File: config.mk
export PLATFORM = sky130hd
export DESIGN_NAME = aud_track_ctrl
export DESIGN_NICKNAME = d
export VERILOG_FILES = /design/src/rtl/aud_pkg.sv /design/src/rtl/aud_rd_pipe.sv /design/src/rtl/aud_track_ctrl.sv
export SDC_FILE = /design/constraint.sdc
export NUM_CORES = 1
export LEC_CHECK = 0
export ABC_CLOCK_PERIOD_IN_PS = 3300
export CORE_ASPECT_RATIO = 0.6
export CORE_MARGIN = 5
export CORE_UTILIZATION = 56
export DETAILED_ROUTE_END_ITERATION = 7
export PLACE_DENSITY = 0.86
export SLEW_MARGIN = 15
export SYNTH_ARGS = -nofsm -noshare
export SYNTH_HDL_FRONTEND = slang
export SYNTH_SLANG_ARGS = --single-unit
File: constraint.sdc
create_clock -name i_clk -period 3.3 [get_ports i_clk]
set_input_delay 0.66 -clock i_clk [delete_from_list [all_inputs] [get_ports i_clk]]
set_output_delay 0.66 -clock i_clk [all_outputs]
set_load 0.02 [all_outputs]
File: src/rtl/aud_pkg.sv
// rtl/aud_pkg.sv - shared types and sizing helpers for the track controller
package aud_pkg;

    typedef enum logic [2:0] {
        S_INIT       = 3'd0,
        S_IDLE       = 3'd1,
        S_REC        = 3'd2,
        S_REC_PAUSE  = 3'd3,
        S_PLAY       = 3'd4,
        S_PLAY_PAUSE = 3'd5
    } aud_state_e;

    localparam int AUD_ADDR_MAX = 32;
    localparam int AUD_DATA_MAX = 32;

    // Fields sized for the widest supported port; users narrow them with casts.
    typedef struct packed {
        logic [AUD_ADDR_MAX-1:0] addr;
        logic [AUD_DATA_MAX-1:0] wdata;
        logic                    we_n;
        logic                    oe_n;
    } aud_sram_req_t;

    function automatic int aud_slot_w(input int num_slots);
        return (num_slots > 1) ? $clog2(num_slots) : 1;
    endfunction

    function automatic int aud_reg_w(input int addr_w, input int num_slots);
        return addr_w - aud_slot_w(num_slots);
    endfunction

endpackage

File: src/rtl/aud_rd_pipe.sv
// rtl/aud_rd_pipe.sv - tracks in-flight SRAM reads and captures returned samples
module aud_rd_pipe #(
    parameter int DATA_W = 16,
    parameter int RD_LAT = 2
) (
    input  logic              i_clk,
    input  logic              i_rst_n,
    input  logic              i_issue,
    input  logic [DATA_W-1:0] i_rdata,
    output logic [DATA_W-1:0] o_data,
    output logic              o_valid,
    output logic              o_busy
);

    // Bit k set means a read whose address went out k+1 edges ago is pending.
    logic [RD_LAT-1:0] r_sh;

    always_ff @(posedge i_clk or negedge i_rst_n) begin
        if (!i_rst_n) begin
            r_sh    <= '0;
            o_data  <= '0;
            o_valid <= 1'b0;
        end else begin
            r_sh    <= RD_LAT'({r_sh, i_issue});
            o_valid <= r_sh[RD_LAT-1];
            if (r_sh[RD_LAT-1]) begin
                o_data <= i_rdata;
            end
        end
    end

    assign o_busy = |r_sh;

endmodule

File: src/rtl/aud_track_ctrl.sv
// rtl/aud_track_ctrl.sv - record/playback sequencer owning the external SRAM port
module aud_track_ctrl
    import aud_pkg::*;
#(
    parameter int ADDR_W          = 20,
    parameter int DATA_W          = 16,
    parameter int NUM_SLOTS       = 4,
    parameter int RD_LAT          = 2,
    parameter int SAMPLES_PER_SEC = 32000,
    parameter int SEC_W           = 6,
    localparam int SLOT_W         = aud_slot_w(NUM_SLOTS)
) (
    input  logic              i_clk,
    input  logic              i_rst_n,
    input  logic              i_init_done,
    input  logic              i_start,
    input  logic              i_pause,
    input  logic              i_stop,
    input  logic              i_mode_play,
    input  logic              i_loop,
    input  logic [SLOT_W-1:0] i_slot,
    input  logic              i_rec_valid,
    input  logic [DATA_W-1:0] i_rec_data,
    input  logic              i_play_req,
    output logic [DATA_W-1:0] o_play_data,
    output logic              o_play_valid,
    output logic [ADDR_W-1:0] o_sram_addr,
    output logic [DATA_W-1:0] o_sram_wdata,
    output logic              o_sram_we_n,
    output logic              o_sram_oe_n,
    input  logic [DATA_W-1:0] i_sram_rdata,
    output logic [2:0]        o_state,
    output logic [SEC_W-1:0]  o_seconds,
    output logic              o_done
);

    localparam int REG_W  = aud_reg_w(ADDR_W, NUM_SLOTS);
    localparam int SAMP_W = (SAMPLES_PER_SEC > 1) ? $clog2(SAMPLES_PER_SEC) : 1;
    localparam logic [REG_W:0]    LEN_FULL  = {1'b1, {REG_W{1'b0}}};
    localparam logic [SAMP_W-1:0] SAMP_LAST = SAMP_W'(SAMPLES_PER_SEC - 1);

    aud_state_e        r_state;
    aud_state_e        w_state_nxt;
    logic [SLOT_W-1:0] r_slot;
    logic [REG_W:0]    r_ptr;
    logic [REG_W:0]    r_len [NUM_SLOTS];
    logic [SAMP_W-1:0] r_samp;
    aud_sram_req_t     r_req;

    logic [REG_W:0]    w_ptr_inc;
    logic [REG_W:0]    w_cur_len;
    logic [REG_W:0]    w_sel_len;
    logic              w_start_idle;
    logic              w_wr_acc;
    logic              w_rd_issue;
    logic              w_commit;
    logic              w_wrap;
    logic              w_done_nxt;
    logic              w_rd_busy;

    assign w_ptr_inc = r_ptr + (REG_W+1)'(1);
    assign w_cur_len = r_len[r_slot];
    assign w_sel_len = r_len[i_slot];

    always_ff @(posedge i_clk or negedge i_rst_n) begin
        if (!i_rst_n) begin
            r_state <= S_INIT;
        end else begin
            r_state <= w_state_nxt;
        end
    end

    always_comb begin
        w_state_nxt  = r_state;
        w_start_idle = 1'b0;
        w_wr_acc     = 1'b0;
        w_rd_issue   = 1'b0;
        w_commit     = 1'b0;
        w_wrap       = 1'b0;
        w_done_nxt   = 1'b0;
        case (r_state)
            S_INIT: begin
                if (i_init_done) w_state_nxt = S_IDLE;
            end
            S_IDLE: begin
                if (i_start && !i_stop && !i_pause) begin
                    w_start_idle = 1'b1;
                    if (!i_mode_play)         w_state_nxt = S_REC;
                    else if (w_sel_len != '0) w_state_nxt = S_PLAY;
                    else                      w_done_nxt  = 1'b1;
                end
            end
            S_REC: begin
                if (i_stop) begin
                    w_state_nxt = S_IDLE;
                    w_commit    = 1'b1;
                end else if (i_pause) begin
                    w_state_nxt = S_REC_PAUSE;
                end else if (r_ptr == LEN_FULL) begin
                    w_state_nxt = S_IDLE;
                    w_commit    = 1'b1;
                    w_done_nxt  = 1'b1;
                end else if (i_rec_valid) begin
                    w_wr_acc = 1'b1;
                end
            end
            S_REC_PAUSE: begin
                if (i_stop) begin
                    w_state_nxt = S_IDLE;
                    w_commit    = 1'b1;
                end else if (i_start && !i_pause) begin
                    w_state_nxt = S_REC;
                end
            end
            S_PLAY: begin
                if (i_stop) begin
                    w_state_nxt = S_IDLE;
                end else if (i_pause) begin
                    w_state_nxt = S_PLAY_PAUSE;
                end else if (r_ptr == w_cur_len) begin
                    // Track exhausted: finish once the last read has been delivered.
                    if (!w_rd_busy) begin
                        w_state_nxt = S_IDLE;
                        w_done_nxt  = 1'b1;
                    end
                end else if (i_play_req) begin
                    w_rd_issue = 1'b1;
                    w_wrap     = i_loop && (w_ptr_inc == w_cur_len);
                end
            end
            S_PLAY_PAUSE: begin
                if (i_stop) begin
                    w_state_nxt = S_IDLE;
                end else if (i_start && !i_pause) begin
                    w_state_nxt = S_PLAY;
                end
            end
            default: w_state_nxt = S_INIT;
        endcase
    end

    always_ff @(posedge i_clk or negedge i_rst_n) begin
        if (!i_rst_n) begin
            r_slot     <= '0;
            r_ptr      <= '0;
            r_samp     <= '0;
            o_seconds  <= '0;
            o_done     <= 1'b0;
            r_req.addr  <= '0;
            r_req.wdata <= '0;
            r_req.we_n  <= 1'b1;
            r_req.oe_n  <= 1'b1;
            for (int i = 0; i < NUM_SLOTS; i++) begin
                r_len[i] <= '0;
            end
        end else begin
            r_req.we_n <= 1'b1;
            r_req.oe_n <= 1'b1;
            o_done     <= w_done_nxt;
            if (w_start_idle) begin
                r_slot    <= i_slot;
                r_ptr     <= '0;
                r_samp    <= '0;
                o_seconds <= '0;
                if (!i_mode_play) r_len[i_slot] <= '0;
            end
            if (w_commit) begin
                r_len[r_slot] <= r_ptr;
            end
            if (w_wr_acc) begin
                r_req.addr  <= AUD_ADDR_MAX'({r_slot, r_ptr[REG_W-1:0]});
                r_req.wdata <= AUD_DATA_MAX'(i_rec_data);
                r_req.we_n  <= 1'b0;
                r_ptr       <= w_ptr_inc;
            end
            if (w_rd_issue) begin
                r_req.addr <= AUD_ADDR_MAX'({r_slot, r_ptr[REG_W-1:0]});
                r_req.oe_n <= 1'b0;
                r_ptr      <= w_wrap ? '0 : w_ptr_inc;
            end
            if (w_wr_acc || w_rd_issue) begin
                if (r_samp == SAMP_LAST) begin
                    r_samp <= '0;
                    if (o_seconds != '1) o_seconds <= o_seconds + SEC_W'(1);
                end else begin
                    r_samp <= r_samp + SAMP_W'(1);
                end
            end
            // Looping restarts the elapsed time along with the track.
            if (w_wrap) begin
                r_samp    <= '0;
                o_seconds <= '0;
            end
        end
    end

    assign o_sram_addr  = ADDR_W'(r_req.addr);
    assign o_sram_wdata = DATA_W'(r_req.wdata);
    assign o_sram_we_n  = r_req.we_n;
    assign o_sram_oe_n  = r_req.oe_n;
    assign o_state      = r_state;

    aud_rd_pipe #(
        .DATA_W (DATA_W),
        .RD_LAT (RD_LAT)
    ) u_rd_pipe (
        .i_clk   (i_clk),
        .i_rst_n (i_rst_n),
        .i_issue (w_rd_issue),
        .i_rdata (i_sram_rdata),
        .o_data  (o_play_data),
        .o_valid (o_play_valid),
        .o_busy  (w_rd_busy)
    );

endmodule

==> results.py <==
metrics = {
    "status": {
        "status": "complete, no violations",
    },
    "yosys": {
        "yosysMostFrequentCell": "nand2_1",
        "yosysTopAreaCellShare": 0.484,
        "ys_warn_count": 0,
        "synthArstFlopShare": 1.00,
        "yosys_most_used_dff": "dfrtp_1",
        "yosys-top-cells-count": "nand2_1, dfrtp_1, o21ai_0",
        "syn_nets": 971,
        "synth_area_mm2": 0.00915,
        "synth.area.top_cells": "dfrtp_1, nand2_1, mux2_2",
        "synth_edf_count": 0,
        "synth_seq_cells": 179,
        "avgSynthCellArea_um2": 9.91,
        "yosysTopAreaCell": "dfrtp_1",
        "ys_types": 60,
        "synth_cells": 923,
        "synth_seq_area_share": 0.490,
    },
    "detailed_routing": {
        "drtPass1Iterations": 6,
        "drtIter0Drc": 1387,
        "drc": 0,
        "vias": 8154,
        "postRouteAntennaNets": 0,
        "wl_per_cell_um": 22.3,
        "finalWirelength_um": 28000,
        "viasPerCell": 6.48,
    },
    "floorplan": {
        "die_h_um": 109,
        "start_util": 0.567,
        "rows": 36,
        "die_w_um": 175,
        "ioPinCount": 109,
        "core_area_mm2": 0.0161,
        "dieArea_mm2": 0.0191,
    },
    "clocking": {
        "h-tree-depth": 4,
        "numCtsBuffers": 17,
        "holdBufCountCts": 0,
        "clockBufferDepth": 2,
        "cts_tree": "done",
        "root_buffer": "clkbuf_16",
        "clock_latency_ps": 440,
        "clock-sinks": 179,
        "cts.clk_slew.worst_paths_ps": 80,
    },
    "setup_path": {
        "cp-end-kind": "flip-flop",
        "endpoint": "r_ptr[7]",
        "regToRegStartpoint": "r_ptr[7]",
        "critPathRequiredTime_ps": 3610,
        "worstPathMaxFanout": 19,
        "arrival_ps": 3510,
        "path_class": "reg2reg",
        "r2r_cells": 10,
        "crit_start": "r_ptr[7]",
        "startpoint_type": "flip-flop",
        "r2r_setup_slack_ps": 100,
        "r2r-end": "r_ptr[7]",
    },
    "cells_and_area": {
        "antenna_cells": 0,
        "fin_util": 0.711,
        "area_growth_pct": 25.4,
        "nets": 1084,
        "drive_gt1_frac": 0.188,
        "final_cells": 1258,
        "final_area_mm2": 0.0115,
    },
    "global_routing": {
        "track_usage": 0.288,
        "grt_antenna_before_repair": 0,
        "grt_pass1_wl_um": 43000,
        "overflow": 0,
        "grt_pass1_vias": 7832,
        "grt_max_degree": 80,
    },
    "timing": {
        "tightest_slew_ps": 765,
        "finalMaxSlewViolations": 0,
        "setup_viol": 0,
        "fin_setup_tns_ps": 0,
        "max_freq_mhz": 312,
        "min_period_over_period": 0.971,
        "slew_headroom": 0.490,
        "rsz0062_at_grt": "true",
        "finalHoldViolations": 0,
        "period_minus_slack_ps": 3200,
        "fin_skew_ps": 16.8,
    },
    "hold_path": {
        "hold_class": "in2async",
    },
    "place": {
        "place_area_mm2": 0.0107,
        "io_buffers": 108,
        "hpwl_um": 18300,
        "placed_cells": 1217,
        "place.gp.congestion": 0.983,
    },
    "pwr": {
        "p_per_area_mw_per_mm2": 630,
        "leakage_nw": 4.95,
        "totalPowerFinal_w": 0.00723,
        "ir_worst_vdd_uv": 386,
    },
    "flow_run": {
        "max_cap_viol_count": 0,
    },
}
logic make-up (layout without fill, tap and decap cells):
kind of cell    count (synthesis)  count (layout)  synth area share
simple gates                  370             370             0.193
xor+xnor                       41              41            0.0392
compound gates                159             159             0.103
buf+inv                        89             215            0.0461
fa+ha+maj                       4               4           0.00547
mux                            81              81             0.123
flops                         179             179             0.490
final cells by class:
class | instances | area (um2)
clock buffers | 19 | 443
clock inverters | 13 | 136
fillers | 1062 | 4650
inverters | 13 | 48.8
multi-input cells | 655 | 4390
flip-flops and latches | 179 | 4480
well taps | 209 | 262
repair buffers | 170 | 1710
registers in the layout, indices dropped and copies added, names as in the netlist, 3 cells and up:
| signal | flops |
|---|---|
| o_seconds | 6 |
| o_sram_wdata | 16 |
| o_sram_addr | 20 |
| u_rd_pipe.o_data | 16 |
| r_len | 76 |
| r_ptr | 19 |
| o_state | 3 |
| r_samp | 15 |
worst max-delay path, stage by stage (launching register included):
cell and delay (ps):
dfrtp_1 520, nand4_1 300, or4b_4 620, nor2_1 280
o22ai_1 150, nor4_1 290, nand4_1 210, buf_4 200
clkbuf_16 180, a22oi_1 220, o31ai_2 110
cell usage in the layout, fill, tap and decap left out, drive strengths merged, types with 6 or more instances in the layout:
cell           count
nor3               8
nand2            203
buf               61
and3              20
xnor2             29
nor2              22
o31ai              7
mux2              56
nor4              26
clkdlybuf4s50    107
a22oi              7
nand3             35
clkbuf            21
xor2              12
nand4             16
mux2i              6
inv               21
mux4              19
dfrtp            177
o21ai             95
a31oi             13
what timing repair did:
action / 4_1_cts / 5_1_grt
setup endpoints to repair: 1 / 69
pin swaps: 0 / 5
setup buffers: 0 / 7
cloned: 0 / 2
gates resized for setup: 1 / 15
power breakdown:
group	switching [W]	internal (W)	leakage, nW
Combinational	0.00133	0.00111	2.21
Clock	0.000995	0.00103	0.285
Sequential	0.000286	0.00248	2.46
through the flow:
stage / worst slack (ps) / hold WS [ps]
detailed placement: 40.8 / 412
finish: 96.9 / 247
floorplan: 360 / 352
global placement: 118 / 395
CTS: 3.16 / 298
global route: -29.2 / 308
per-layer routing:
layer / part of all wire / track usage / wire, um
met2: 0.43 / 0.430 / 12200
met5: 0.0025 / 0 / 69
met1: 0.41 / 0.417 / 11300
met4: 0.021 / 0.0566 / 575
met3: 0.14 / 0.0956 / 3840
worst min-delay path by stage:
stage	end	slack [ps]	cells past startpoint	from
after floorplan	u_rd_pipe.o_valid	350	0	u_rd_pipe.r_sh[1]
after global placement	u_rd_pipe.r_sh[1]	400	0	u_rd_pipe.r_sh[0]
after detailed placement	u_rd_pipe.r_sh[1]	410	0	u_rd_pipe.r_sh[0]
after CTS	o_sram_wdata[8]	300	1	i_rst_n
after global routing	o_sram_wdata[8]	310	1	i_rst_n
final	o_sram_wdata[2]	250	1	i_rst_n
(Power assumes the default switching activity.)
